$ cat src/rtl/div_iter.sv
// div_iter: iterative radix-2 restoring divider, responder side of the
// EX-stage start/ready divide handshake.
//
// EX raises start_i with the operands and holds it while ready_o is low.
// When ready_o rises, EX takes result_o into HI/LO and drops start_i, which
// returns the divider to IDLE. Signed (DIV) and unsigned (DIVU) are both
// supported. A non-zero divide always takes exactly WIDTH steps. A
// divide-by-zero finishes two edges after acceptance with a zero result.
//
// Ports:
//   clk           clock, all state changes on the rising edge
//   rst           synchronous reset, active-high, beats everything
//   signed_div_i  1 = signed divide, sampled only on acceptance
//   opdata1_i     dividend, sampled only on acceptance
//   opdata2_i     divisor, sampled only on acceptance
//   start_i       level request, held by EX until ready_o is seen
//   annul_i       abort the current operation (beats start_i)
//   result_o      {remainder, quotient}, registered
//   ready_o       result valid, registered
module div_iter #(
  parameter int WIDTH = 32
) (
  input  logic               clk,
  input  logic               rst,
  input  logic               signed_div_i,
  input  logic [WIDTH-1:0]   opdata1_i,
  input  logic [WIDTH-1:0]   opdata2_i,
  input  logic               start_i,
  input  logic               annul_i,
  output logic [2*WIDTH-1:0] result_o,
  output logic               ready_o
);

  localparam logic [1:0] S_IDLE = 2'd0;
  localparam logic [1:0] S_ZERO = 2'd1;
  localparam logic [1:0] S_BUSY = 2'd2;
  localparam logic [1:0] S_DONE = 2'd3;

  localparam int CW = $clog2(WIDTH);
  localparam logic [CW-1:0] LAST_STEP = CW'(WIDTH - 1);

  logic [1:0]       state;
  logic [CW-1:0]    cnt;
  // dvd starts as |dividend| and fills up with quotient bits from the LSB
  // as the dividend bits shift out of the MSB into the partial remainder.
  logic [WIDTH-1:0] dvd;
  logic [WIDTH-1:0] dsr;
  logic [WIDTH-1:0] rem;
  logic             neg_q;
  logic             neg_r;

  // Operand magnitudes at acceptance. Negating 0x80000000 gives
  // 0x80000000 again, which is the correct unsigned magnitude.
  logic             sign1, sign2;
  logic [WIDTH-1:0] abs1, abs2;

  always_comb begin
    sign1 = signed_div_i & opdata1_i[WIDTH-1];
    sign2 = signed_div_i & opdata2_i[WIDTH-1];
    abs1  = sign1 ? -opdata1_i : opdata1_i;
    abs2  = sign2 ? -opdata2_i : opdata2_i;
  end

  // One restoring step. The shifted remainder needs WIDTH+1 bits because
  // rem < dsr <= 2^WIDTH-1, so 2*rem+1 can exceed WIDTH bits.
  logic [WIDTH:0]   rem_sh;
  logic [WIDTH:0]   diff;
  logic             qbit;
  logic [WIDTH-1:0] rem_nxt;
  logic [WIDTH-1:0] dvd_nxt;
  logic [WIDTH-1:0] q_fin;
  logic [WIDTH-1:0] r_fin;

  always_comb begin
    rem_sh  = {rem, dvd[WIDTH-1]};
    diff    = rem_sh - {1'b0, dsr};
    qbit    = ~diff[WIDTH];
    rem_nxt = qbit ? diff[WIDTH-1:0] : rem_sh[WIDTH-1:0];
    dvd_nxt = {dvd[WIDTH-2:0], qbit};
    // Sign correction on the final step; the quotient wraps modulo 2^WIDTH
    // and the remainder follows the sign of the dividend.
    q_fin   = neg_q ? -dvd_nxt : dvd_nxt;
    r_fin   = neg_r ? -rem_nxt : rem_nxt;
  end

  always_ff @(posedge clk) begin
    if (rst) begin
      state    <= S_IDLE;
      cnt      <= '0;
      dvd      <= '0;
      dsr      <= '0;
      rem      <= '0;
      neg_q    <= 1'b0;
      neg_r    <= 1'b0;
      result_o <= '0;
      ready_o  <= 1'b0;
    end else begin
      case (state)
        S_IDLE: begin
          ready_o  <= 1'b0;
          result_o <= '0;
          if (start_i && !annul_i) begin
            cnt <= '0;
            rem <= '0;
            if (opdata2_i == '0) begin
              state <= S_ZERO;
            end else begin
              state <= S_BUSY;
              dvd   <= abs1;
              dsr   <= abs2;
              neg_q <= sign1 ^ sign2;
              neg_r <= sign1;
            end
          end
        end

        // Divide-by-zero spends two edges here so ready_o appears two
        // edges after acceptance; cnt marks the first of them.
        S_ZERO: begin
          if (annul_i) begin
            state    <= S_IDLE;
            ready_o  <= 1'b0;
            result_o <= '0;
          end else if (cnt != '0) begin
            state    <= S_DONE;
            ready_o  <= 1'b1;
            result_o <= '0;
          end else begin
            cnt <= cnt + CW'(1);
          end
        end

        S_BUSY: begin
          if (annul_i) begin
            state    <= S_IDLE;
            ready_o  <= 1'b0;
            result_o <= '0;
          end else begin
            dvd <= dvd_nxt;
            rem <= rem_nxt;
            cnt <= cnt + CW'(1);
            if (cnt == LAST_STEP) begin
              state    <= S_DONE;
              ready_o  <= 1'b1;
              result_o <= {r_fin, q_fin};
            end
          end
        end

        // Hold the result until EX drops start_i; a restart must go
        // through IDLE first.
        S_DONE: begin
          if (annul_i || !start_i) begin
            state    <= S_IDLE;
            ready_o  <= 1'b0;
            result_o <= '0;
          end
        end

        default: begin
          state    <= S_IDLE;
          ready_o  <= 1'b0;
          result_o <= '0;
        end
      endcase
    end
  end

endmodule

$ cat config.mk
export PLATFORM = sky130hd
export DESIGN_NAME = div_iter
export DESIGN_NICKNAME = d
export VERILOG_FILES = /design/src/rtl/div_iter.sv
export SDC_FILE = /design/constraint.sdc
export NUM_CORES = 1
export LEC_CHECK = 0
export BUFFER_PORTS_ARGS = -buffer_cell sky130_fd_sc_hd__buf_4
export CAP_MARGIN = 20
export CORE_AREA = 2 2 148 150
export DETAILED_ROUTE_END_ITERATION = 8
export DIE_AREA = 0 0 150 152
export PLACE_DENSITY = 0.73
export SETUP_SLACK_MARGIN = 0.3
export SLEW_MARGIN = 20
export SYNTH_ARGS = -nofsm -noshare
export SYNTH_HDL_FRONTEND = slang
export SYNTH_SLANG_ARGS = --single-unit
$ cat constraint.sdc
create_clock -name clk -period 5.4 [get_ports clk]
set_input_delay 0.54 -clock clk [delete_from_list [all_inputs] [get_ports clk]]
set_output_delay 0.54 -clock clk [all_outputs]
set_load 0.01 [all_outputs]
Yosys cells after proc, flatten, opt, wreduce, memory -nomap -nowiden:

Index checks and enable logic that the tools add are counted.

* reduce and logical (&&, ||, !) cells: 15
* muxes and demuxes: 37
* bitwise logic cells: 5
* equality and inequality tests: 12
* add/sub/neg operators: 6

Operators by type and width (number)
* 32-bit 2-to-1 mux: 10
* 64-bit 2-to-1 mux: 5
* 64-bit case mux with 4 select lines: 1
* 32-bit negation: 4
* 32-bit case mux with 2 select lines: 2
* 33-bit by 32-bit subtractor with 33-bit output: 1
* 32-bit logical NOT: 1
* 5-bit 2-to-1 mux: 4
* 5-bit case mux with 3 select lines: 1
* 2-bit 2-to-1 mux: 7
* 2-bit != test, second input constant: 6
* 3-bit AND reduction: 3
* 2-bit case mux with 4 select lines: 1
* 4-bit AND reduction: 2
* 3-bit != test, second input constant: 2
* 5-bit by 1-bit adder with 5-bit output, second input constant: 1
* 5-bit == test, second input constant: 1
* 1-bit 2-to-1 mux: 5
* 5-bit AND reduction: 1
* 5-bit nonzero test: 1
* 2-bit == test, second input constant: 2
* 1-bit case mux with 4 select lines: 1
* 3-bit nonzero test: 1
* 1-bit bitwise AND: 2
* other kinds (8): 10

* output and inout port bits: 65
* input bits: 69
* bits in registers: 170

Logic depth before layout (Yosys ltp):

Gate-level depths: netlist of run 1.

* word-level depth: 7
* depth in mapped cells: 25
* mapped depth without buffers: 22

Worst setup path before layout of run 1:

No wires, ideal clock.

* path kind: reg-to-reg
* from: reg dvd[31]
* to: reg result_o[62]
* stages on the path, launching flop included: 24
* clock period less this slack: 5081 ps
* setup slack: 319 ps
* required time: 5274 ps
* data arrival time: 4956 ps
* path buffers: 3
* cell sequence: dfxtp_1 inv_1 ha_1 fa_1 nand2b_1 a211oi_2 o21ai_1 a21oi_1 mux2i_1 nor2_1 inv_1 clkbuf_1 buf_2 clkbuf_1 nor2_1 a21oi_1 ha_1 nand3b_1 or4_1 o41ai_4 nand4_1 o31ai_1 xor2_1 o21ai_1

* longest elaborated chain between the ends: 7

RTL lines
* start: declaration: line 46 `logic [WIDTH-1:0] dvd;`
* start signal: assignment: line 109 `dvd <= abs1;`
* start signal: assignment: line 139 `dvd <= dvd_nxt;`
* 33-bit by 32-bit subtractor with 33-bit output: line 76 `diff = rem_sh - {1'b0, dsr};`
* 32-bit 2-to-1 mux (*): line 78 `rem_nxt = qbit ? diff[WIDTH-1:0] : rem_sh[WIDTH-1:0];`
* 32-bit negation: line 83 `r_fin = neg_r ? -rem_nxt : rem_nxt;`
* 32-bit 2-to-1 mux (*): line 83
* 64-bit 2-to-1 mux (*): line 142 `if (cnt == LAST_STEP) begin`
* 64-bit 2-to-1 mux (*): line 134 `if (annul_i) begin`
* 64-bit case mux with 4 select lines (*): line 98 `case (state)`
* end signal: assignment: line 145 `result_o <= {r_fin, q_fin};`
* end: declaration: line 30 `output logic [2*WIDTH-1:0] result_o,`

Mark *: on every way between the ends. The rest lies on a longest branch, timed or not. The select of a mux whose other input is x is not followed.
A chain may end at the register's enable or synchronous reset.

Worst setup path in the final report of run 1:

Ends and elaborated chain as after synthesis.

==> reports/qor.yml, run 1 <==
status: "finished clean"
grt.total_usage_pct: 29.40
dominantRegCellSynth: "dfxtp_1"
antenna_found_initial: 0
met3_length_mm: 2.250
wl_met1_mm: 15.54
synth_area_um2: 11220
n_antenna_cell: 0
ant_nets: 0
dpl_cell_area_um2: 12370
nets: 1727
grt.overflow.total: 0
drive_gt1_share_pct: 13.46
avgSynthCellArea_um2: 7.337
drt_iter0_markers: 1016
layout_common_cells: "nand2_1 (239), nor2_1 (184), dfxtp_1 (170)"
crit_end: "result_o[62]"
wl_per_cell_um: 17.59
clk_pin_slew_worst_paths_ns: 0.07
die_h_um: 152
grt_pass1_vias: 10135
slew_headroom_pct: 31.24
synth_cell_types: 70
synth-edff-count: 0
io-pin-count: 134
finish.instance_area_um2: 13050
p_leak_nw: 5.137
core_area_um2: 21350
vias_per_cell: 5.934
drc_errors: 0
setup.worst_path.end_class: "flip-flop"
grt_pass1_wl_mm: 53.94
arrival_ns: 5.24
highest_layer: "met4"
die_w_um: 150
clock_sinks: 170
crit_required_ns: 5.70
synthArstFlopShare_pct: 0
cp-start-kind: "flip-flop"
gp_congestion: 0.9149
num_rows: 54
drv_slew: 0
worst_pin_slew_ns: 1.030
finalSetupViolCount: 0
min_period_ns: 4.935
clock.fmax_ghz: 0.2026
htree_levels: 4
r2r_end: "result_o[62]"
fillers: 1990
place_worst_setup_slack_ns: 0.2788
criticalPathCategory: "reg -> reg"
cts_buffer_depth: 2
reg2reg_from: "dvd[31]"
powerDensity_nw_per_um2: 409.6
maxCapViolCount: 0
critPathLaunch: "dvd[31]"
yosys_warnings: 0
area_delta_synth_final_pct: 16.31
synth_area_leader_cell: "dfxtp_1"
ir_drop_mv: 0.2565
syn_nets: 1642
hold_violations: 0
crit_fanout: 6
syn-instance-count: 1529
r2r_setup_slack_ns: 0.47
cts_root_buffer: "clkbuf_16"
vias: 11317
grt_max_degree: 81
dr.pass1.iters: 5
hold_class: "in -> reg"
setup_ws_ns: 0.4654
clock_skew_ns: 0.01190
yosys.area.top_type_share_pct: 30.34
io_buffers: 133
drt-total-wl_mm: 33.55
die_area_um2: 22800
worst_skew_pair.late_latency_ns: 0.44
fin_crit_sh_pct: 91.38
cts_tree: "yes"
dpl.hpwl_mm: 25.22
numCtsBuffers: 17
synth_seq_cells: 170
yosys-top-cells-area: "dfxtp_1 (30%), nand2_1 (8.0%), xnor2_1 (7.3%)"
setup_tns_ns: 0
worst-r2r-cell-count: 21
wl_met2_mm: 14.91
final_common_cell: "nand2_1"
yosysSeqAreaShare_pct: 30.34
start_util_pct: 52.54
grt_setup_unrepaired: "false"
[cell type report]
cell class	instances	area, um^2	share of cell area, %
multi-input cells	1216	7332	56.19
flip-flops and latches	170	3403	26.08
inverters	58	217.7	1.669
repair buffers	151	1141	8.746
clock buffers	17	425.4	3.260
clock inverters	15	177.7	1.362
well taps	280	350.3	2.685
[per-stage QoR]
stage / total power, mW / util (%) / std cells / hold slack, ns
6_report: 5.344 / 61.11 / 1907 / 0.3756
5_1_grt: 5.679 / 61.11 / 1907 / 0.4004
4_1_cts: 5.238 / 60.81 / 1902 / 0.3728
3_5_place_dp: 3.964 / 57.95 / 1869 / 0.4518
3_3_place_gp: 3.925 / 57.86 / 1868 / 0.4423
2_1_floorplan: 3.300 / - / 1529 / 0.4319
[how the worst min path moves through the flow]
stage,from,to,slack [ns],depth (start not counted)
floorplan,dsr[26],dsr[26],0.43,2
global placement,result_o[46],result_o[46],0.44,2
detailed placement,dsr[26],dsr[26],0.45,2
CTS,opdata2_i[0],dsr[0],0.37,3
global route,opdata2_i[0],dsr[0],0.40,3
finish,opdata2_i[0],dsr[0],0.38,3
[critical path, stage by stage (launching register included)]
cell and delay (ns):
dfxtp_1 0.33, inv_1 0.08, ha_1 0.27, fa_1 0.43, nand2b_1 0.22, a211oi_4 0.27
o21ai_1 0.16, a21oi_2 0.19, mux2i_2 0.31, nor2_4 0.08, inv_2 0.11, o21ai_0 0.15
inv_1 0.09, ha_2 0.20, nand3b_1 0.07, or4_1 0.49, o41ai_4 0.49, nand4_1 0.15
buf_4 0.19, o31ai_2 0.24, xor2_1 0.19, o21ai_1 0.07
[kinds of logic (layout without fill, tap and decap cells)]
group           Yosys count  count (layout)  share of synthesized area, %
simple gates            579             579                         23.00
compound gates          435             435                         24.34
flops                   170             170                         30.34
xor+xnor                145             145                         11.32
buf+inv                 143             241                         4.852
fa+ha+maj                44              44                         4.974
mux                      13              13                         1.182
[registers in the layout, summed over array words and instances, names as in the netlist]
register,count
state,2
rem,32
neg_q,1
result_o,64
neg_r,1
ready_o,1
dsr,32
dvd,32
cnt,5
[layer usage]
layer / up-vias / global-route usage [%]
met5: - / 0
met4: 0 / 9.254
met3: 61 / 3.604
met2: 423 / 44.64
met1: 5300 / 43.27
li1: 5533 / -
[power breakdown]
part	internal (mW)	switching (mW)
registers	1.38	0.138
clock network	0.662	0.603
logic	0.910	1.66
total	2.95	2.40
[timing repair]
| item | CTS | global route |
|---|---|---|
| setup buffers | 1 | 5 |
| gates resized for setup | 0 | 8 |
| pin swaps | 0 | 2 |
| endpoints found under the setup margin | 1 | 6 |
| hold buffers | 0 | 0 |
[cells in the mapped netlist, types with 3 or more instances]
master and n:
nand2_1 239, nor2_1 187, dfxtp_1 170, a21oi_1 127, o21ai_0 114, xnor2_1 93, clkbuf_1 72, inv_1 58
a22oi_1 56, xor2_1 52, ha_1 43, a211oi_1 36, nor3_1 23, nor4_1 19, o31ai_1 17, nand2b_1 16
nand3_1 16, or3_1 16, or4_1 12, mux2i_1 11, o211ai_1 10, o21ai_1 10, a31oi_1 9, buf_1 9
nand4_1 9, o41ai_1 9, nor2b_1 8, o21a_1 7, or2_2 7, a22o_1 6, a21o_1 5, and2_1 5
and3_1 5, a311oi_1 3, buf_2 3, nand3b_1 3
(Power assumes the default switching activity.)
==> run 2, diff against run 1 <==
Settings changed: CTS_CLUSTER_DIAMETER set to 200, RECOVER_POWER set to 100.
==> run 2 against run 1 <==
  * Final area shrank 2.4%
  * Via count shrank 0.50%
  * Largest power group unchanged
  * Global-route usage is the same
  * Cell count is the same
  * Count of clock-buffer cells in the layout is the same
  * Sequential share of layout area grew 0.65 points
  * Wire length is essentially flat
  * Largest cell class unchanged
  * The run now ends with capacitance limit, slew limit left
==> reports/qor.yml, run 2 (synthesis gave the netlist of run 1 again) <==
status: "finished, violations left"
violations: "capacitance limit, slew limit"
io_buffers: 133
n_antenna_cell: 0
numCtsBuffers: 17
die_w_um: 150
clk_pin_slew_worst_paths_ns: 0.07
final_common_cell: "nand2_1"
drc_errors: 0
fin_crit_sh_pct: 92.59
ir_drop_mv: 0.2557
min_period_ns: 5.000
powerDensity_nw_per_um2: 415.8
largest-register: "result_o"
whs_ns: 0.3745
arrival_ns: 5.30
cp-start-kind: "flip-flop"
htree_levels: 4
r2r_setup_slack_ns: 0.40
setup_tns_ns: 0
grt_pass1_wl_mm: 53.94
worst-r2r-cell-count: 21
grt_setup_unrepaired: "false"
worst_pin_slew_ns: 2.297
slew_headroom_pct: -53.15
cts_buffer_depth: 2
vias: 11260
gp_congestion: 0.9149
drv_slew: 175
hold_depth: 3
dpl.hpwl_mm: 25.22
hold_class: "in -> reg"
die_h_um: 152
hold_violations: 0
worst_skew_pair.late_latency_ns: 0.44
drt_iter0_markers: 977
largest_reg_flops: 64
clock_skew_ns: 0.01215
die_area_um2: 22800
dr.pass1.iters: 5
clock.fmax_ghz: 0.2000
vias_per_cell: 5.905
start_util_pct: 52.54
hp-start: "opdata2_i[0]"
drive_gt1_share_pct: 8.420
grt_max_degree: 81
finalSetupViolCount: 0
slowest_delay_ns: 0.49
ant_nets: 0
min_to: "dsr[0]"
maxCapViolCount: 4
crit_fanout: 6
core_area_um2: 21350
r2r_end: "result_o[62]"
grt.overflow.total: 0
hold_buffers: 0
layout_common_cells: "nand2_1 (239), nor2_1 (186), dfxtp_1 (170)"
grt_pass1_vias: 10135
criticalPathCategory: "reg -> reg"
area_delta_synth_final_pct: 13.50
p_total_mw: 5.294
num_rows: 54
clock_sinks: 170
antenna_found_initial: 0
cts_root_buffer: "clkbuf_16"
io-pin-count: 134
reg2reg_from: "dvd[31]"
cp_slowest_cell: "or4_1"
wl_per_cell_um: 17.58
nets: 1727
crit_required_ns: 5.70
crit_chain: "inv_1 > ha_1 > fa_1 > nand2b_1 > a211oi_4 > o21ai_1 > a21oi_1 > mux2i_1 > nor2_4 > inv_2 > o21ai_0 > inv_1 > ha_2 > nand3b_1 > or4_1 > o41ai_4 > nand4_1 > buf_4 > o31ai_2 > xor2_1 > o21ai_1"
p_leak_nw: 4.826
drt-total-wl_mm: 33.53
grt.total_usage_pct: 29.40
cts_tree: "yes"
setup.worst_path.end_class: "flip-flop"
## run 2: critical path, delay by kind of cell, from the launching register on
kind / cells / cell delay (ns)
AOI/OAI and AO/OA: 7 / 1.55
xor gates and xnor gates: 1 / 0.20
adders and majority gates: 3 / 0.91
buffers and inverters: 4 / 0.48
DFF: 1 / 0.33
muxes: 1 / 0.38
and+or+nand+nor: 5 / 1.02
## run 2: worst max-delay path by stage
stage             from      endpoint  slack [ns]  cells after the start
5_1_grt        dvd[31]  result_o[62]        0.16                     21
3_5_place_dp   dvd[31]  result_o[62]        0.28                     20
6_report       dvd[31]  result_o[62]        0.40                     21
3_3_place_gp   dvd[31]  result_o[62]        0.50                     20
2_1_floorplan  dvd[31]  result_o[62]        0.32                     23
4_1_cts        dvd[31]  result_o[62]        0.31                     20
## run 2: cell type report
cell class,instances,area (um^2)
Clock buffer,17,425.4
Clock inverter,15,177.7
Fill cell,2088,8618
Inverter,58,217.7
Multi-Input combinational cell,1216,7300
Sequential cell,170,3403
Tap cell,280,350.3
Timing Repair Buffer,151,858.3
## run 2: per-layer routing
| metal | routed length [um] | global-route usage (%) | share of wire, % |
|---|---|---|---|
| met4 | 787 | 9.254 | 2.3 |
| met3 | 2097 | 3.604 | 6.3 |
| met2 | 15010 | 44.64 | 45 |
| met1 | 15640 | 43.27 | 47 |
| met5 | 0 | 0 | 0 |
## run 2: what timing repair did
item,CTS,global route
resized for setup,0,8
pin swaps,0,2
setup endpoints to repair,1,6
buffers inserted,1,5
## run 2: stage by stage
step	util (%)	worst slack [ns]	instance area [um^2]	cells
after detailed placement	57.95	0.2788	12370	1869
after floorplan	-	0.3189	11220	1529
after global routing	59.63	0.1587	12730	1907
final	59.63	0.4001	12730	1907
after global placement	57.86	0.5015	12350	1868
after CTS	60.81	0.3094	12980	1902
## run 2: report_power, final
part | switching (mW) | total [mW] | internal (mW)
logic | 1.64 | 2.51 | 0.875
clock network | 0.607 | 1.27 | 0.662
registers | 0.139 | 1.51 | 1.38
==> run 3, diff against run 2 <==
Settings changed: RECOVER_POWER 100 to 50.
==> run 3 against run 2 <==
  * The flow still finishes with violations (capacitance limit, slew limit)
  * Critical path depth unchanged
  * Die area stayed put
  * Register-to-register slack better by 0.07 ns
  * Wire length is 0.12% higher
  * Sequential share of layout area down 0.066 points
  * Final area increased by 0.25%
  * Global-route usage unchanged
  * Clock skew is essentially flat
  * Critical path type unchanged
  * Highest routed layer unchanged
==> reports/qor.yml, run 3 (synthesis gave the netlist of run 1 again) <==
status: "finished, violations left"
violations: "capacitance limit, slew limit"
grt_max_degree: 81
grt_pass1_wl_mm: 53.94
cp_slowest_cell: "or4_1"
crit_family: "compound AO/OA/AOI/OAI gates"
maxCapViolCount: 3
clock.fmax_ghz: 0.2027
clock_skew_ns: 0.01172
grt.total_usage_pct: 29.40
highest_layer: "met4"
crit_chain: "inv_1 > ha_1 > fa_1 > nand2b_1 > a211oi_4 > o21ai_1 > a21oi_2 > mux2i_2 > nor2_4 > inv_2 > o21ai_0 > inv_1 > ha_2 > nand3b_1 > or4_1 > o41ai_4 > nand4_1 > buf_4 > o31ai_2 > xor2_1 > o21ai_1"
finalSetupViolCount: 0
min_period_ns: 4.934
die_area_um2: 22800
die_h_um: 152
grt_pass1_vias: 10135
vias: 11274
fillers: 2076
p_leak_nw: 4.836
fin_crit_sh_pct: 91.36
worst_pin_slew_ns: 2.324
largest-register: "result_o"
drt_iter0_markers: 960
hold_buffers: 0
setup_tns_ns: 0
cts_buffer_depth: 2
drc_errors: 0
slew_headroom_pct: -54.93
layout_common_cells: "nand2_1 (239), nor2_1 (186), dfxtp_1 (170)"
htree_levels: 4
wl_per_cell_um: 17.60
dpl_cell_area_um2: 12370
wl_met2_mm: 14.90
whs_ns: 0.3733
io-pin-count: 134
cp-start-kind: "flip-flop"
crit_buf_inv: 4
r2r_setup_slack_ns: 0.47
grt.overflow.total: 0
hold_class: "in -> reg"
largest_reg_flops: 64
crit_required_ns: 5.70
clk_pin_slew_worst_paths_ns: 0.07
cts_tree: "yes"
powerDensity_nw_per_um2: 416.4
start_util_pct: 52.54
gp_congestion: 0.9149
drv_slew: 144
numCtsBuffers: 17
ir_drop_mv: 0.2568
antenna_found_initial: 0
drive_gt1_share_pct: 8.851
die_w_um: 150
arrival_ns: 5.24
criticalPathCategory: "reg -> reg"
dr.pass1.iters: 5
ant_nets: 0
nets: 1727
finish.instance_area_um2: 12760
setup.worst_path.end_class: "flip-flop"
hold_violations: 0
crit_fanout: 6
met3_length_mm: 2.181
worst_skew_pair.late_latency_ns: 0.44
slowest_delay_ns: 0.49
area_delta_synth_final_pct: 13.77
grt_setup_unrepaired: "false"
num_rows: 54
dpl.hpwl_mm: 25.22
final_common_cell: "nand2_1"
n_antenna_cell: 0
io_buffers: 133
clock_sinks: 170
drt-total-wl_mm: 33.57
vias_per_cell: 5.912
wl_met1_mm: 15.65
cts_root_buffer: "clkbuf_16"
core_area_um2: 21350
run 3: cell types whose count changed in the layout (fill, tap and decap cells not counted), sizes merged:
| cell | before | now |
|---|---|---|
| clkbuf | 91 | 89 |
| buf | 77 | 79 |
run 3: worst min-delay path: cells and delay by family:
family / cells / cell delay [ns]
buffers and inverters: 1 / 0.12
AO/OA/AOI/OAI: 1 / 0.05
AND/OR/NAND/NOR: 1 / 0.05
run 3: area by class of cell:
cell class	count	area (um^2)	share of cell area, %
clock inverter	15	177.7	1.392
timing repair buffer	151	865.8	6.784
multi-input combinational	1216	7323	57.38
tap	280	350.3	2.745
clock buffer	17	425.4	3.333
inverter	58	217.7	1.706
sequential	170	3403	26.66
run 3: metal layers:
| layer | vias up | track usage [%] |
|---|---|---|
| met2 | 406 | 44.64 |
| met4 | 0 | 9.254 |
| met3 | 62 | 3.604 |
| met1 | 5278 | 43.27 |
| met5 | - | 0 |
| li1 | 5528 | - |
run 3: worst paths after layout:
kind                                    from           end  cells after the start
worst max-delay path                 dvd[31]  result_o[62]                     21
worst min-delay path            opdata2_i[0]        dsr[0]                      3
worst max register to register       dvd[31]  result_o[62]                     21
worst min register to register  result_o[62]  result_o[62]                      2
run 3: report_power, final:
| part | internal (mW) | switching (mW) | total, mW |
|---|---|---|---|
| Clock | 0.662 | 0.605 | 1.27 |
| Sequential | 1.38 | 0.139 | 1.52 |
| Combinational | 0.886 | 1.65 | 2.53 |
run 3: repair_timing:
action,in CTS,in global routing
endpoints found under the setup margin,1,6
pin swaps,0,2
gates resized for setup,0,8
buffers inserted,1,5
run 3: through the flow:
stage                     setup WS, ns  utilization, %  instances  power, mW
final                           0.4665           59.78       1907      5.314
after global routing            0.2318           59.78       1907      5.651
after CTS                       0.3094           60.81       1902      5.238
after detailed placement        0.2788           57.95       1869      3.964
after global placement          0.5015           57.86       1868      3.925
after floorplan                 0.3189               -       1529      3.300
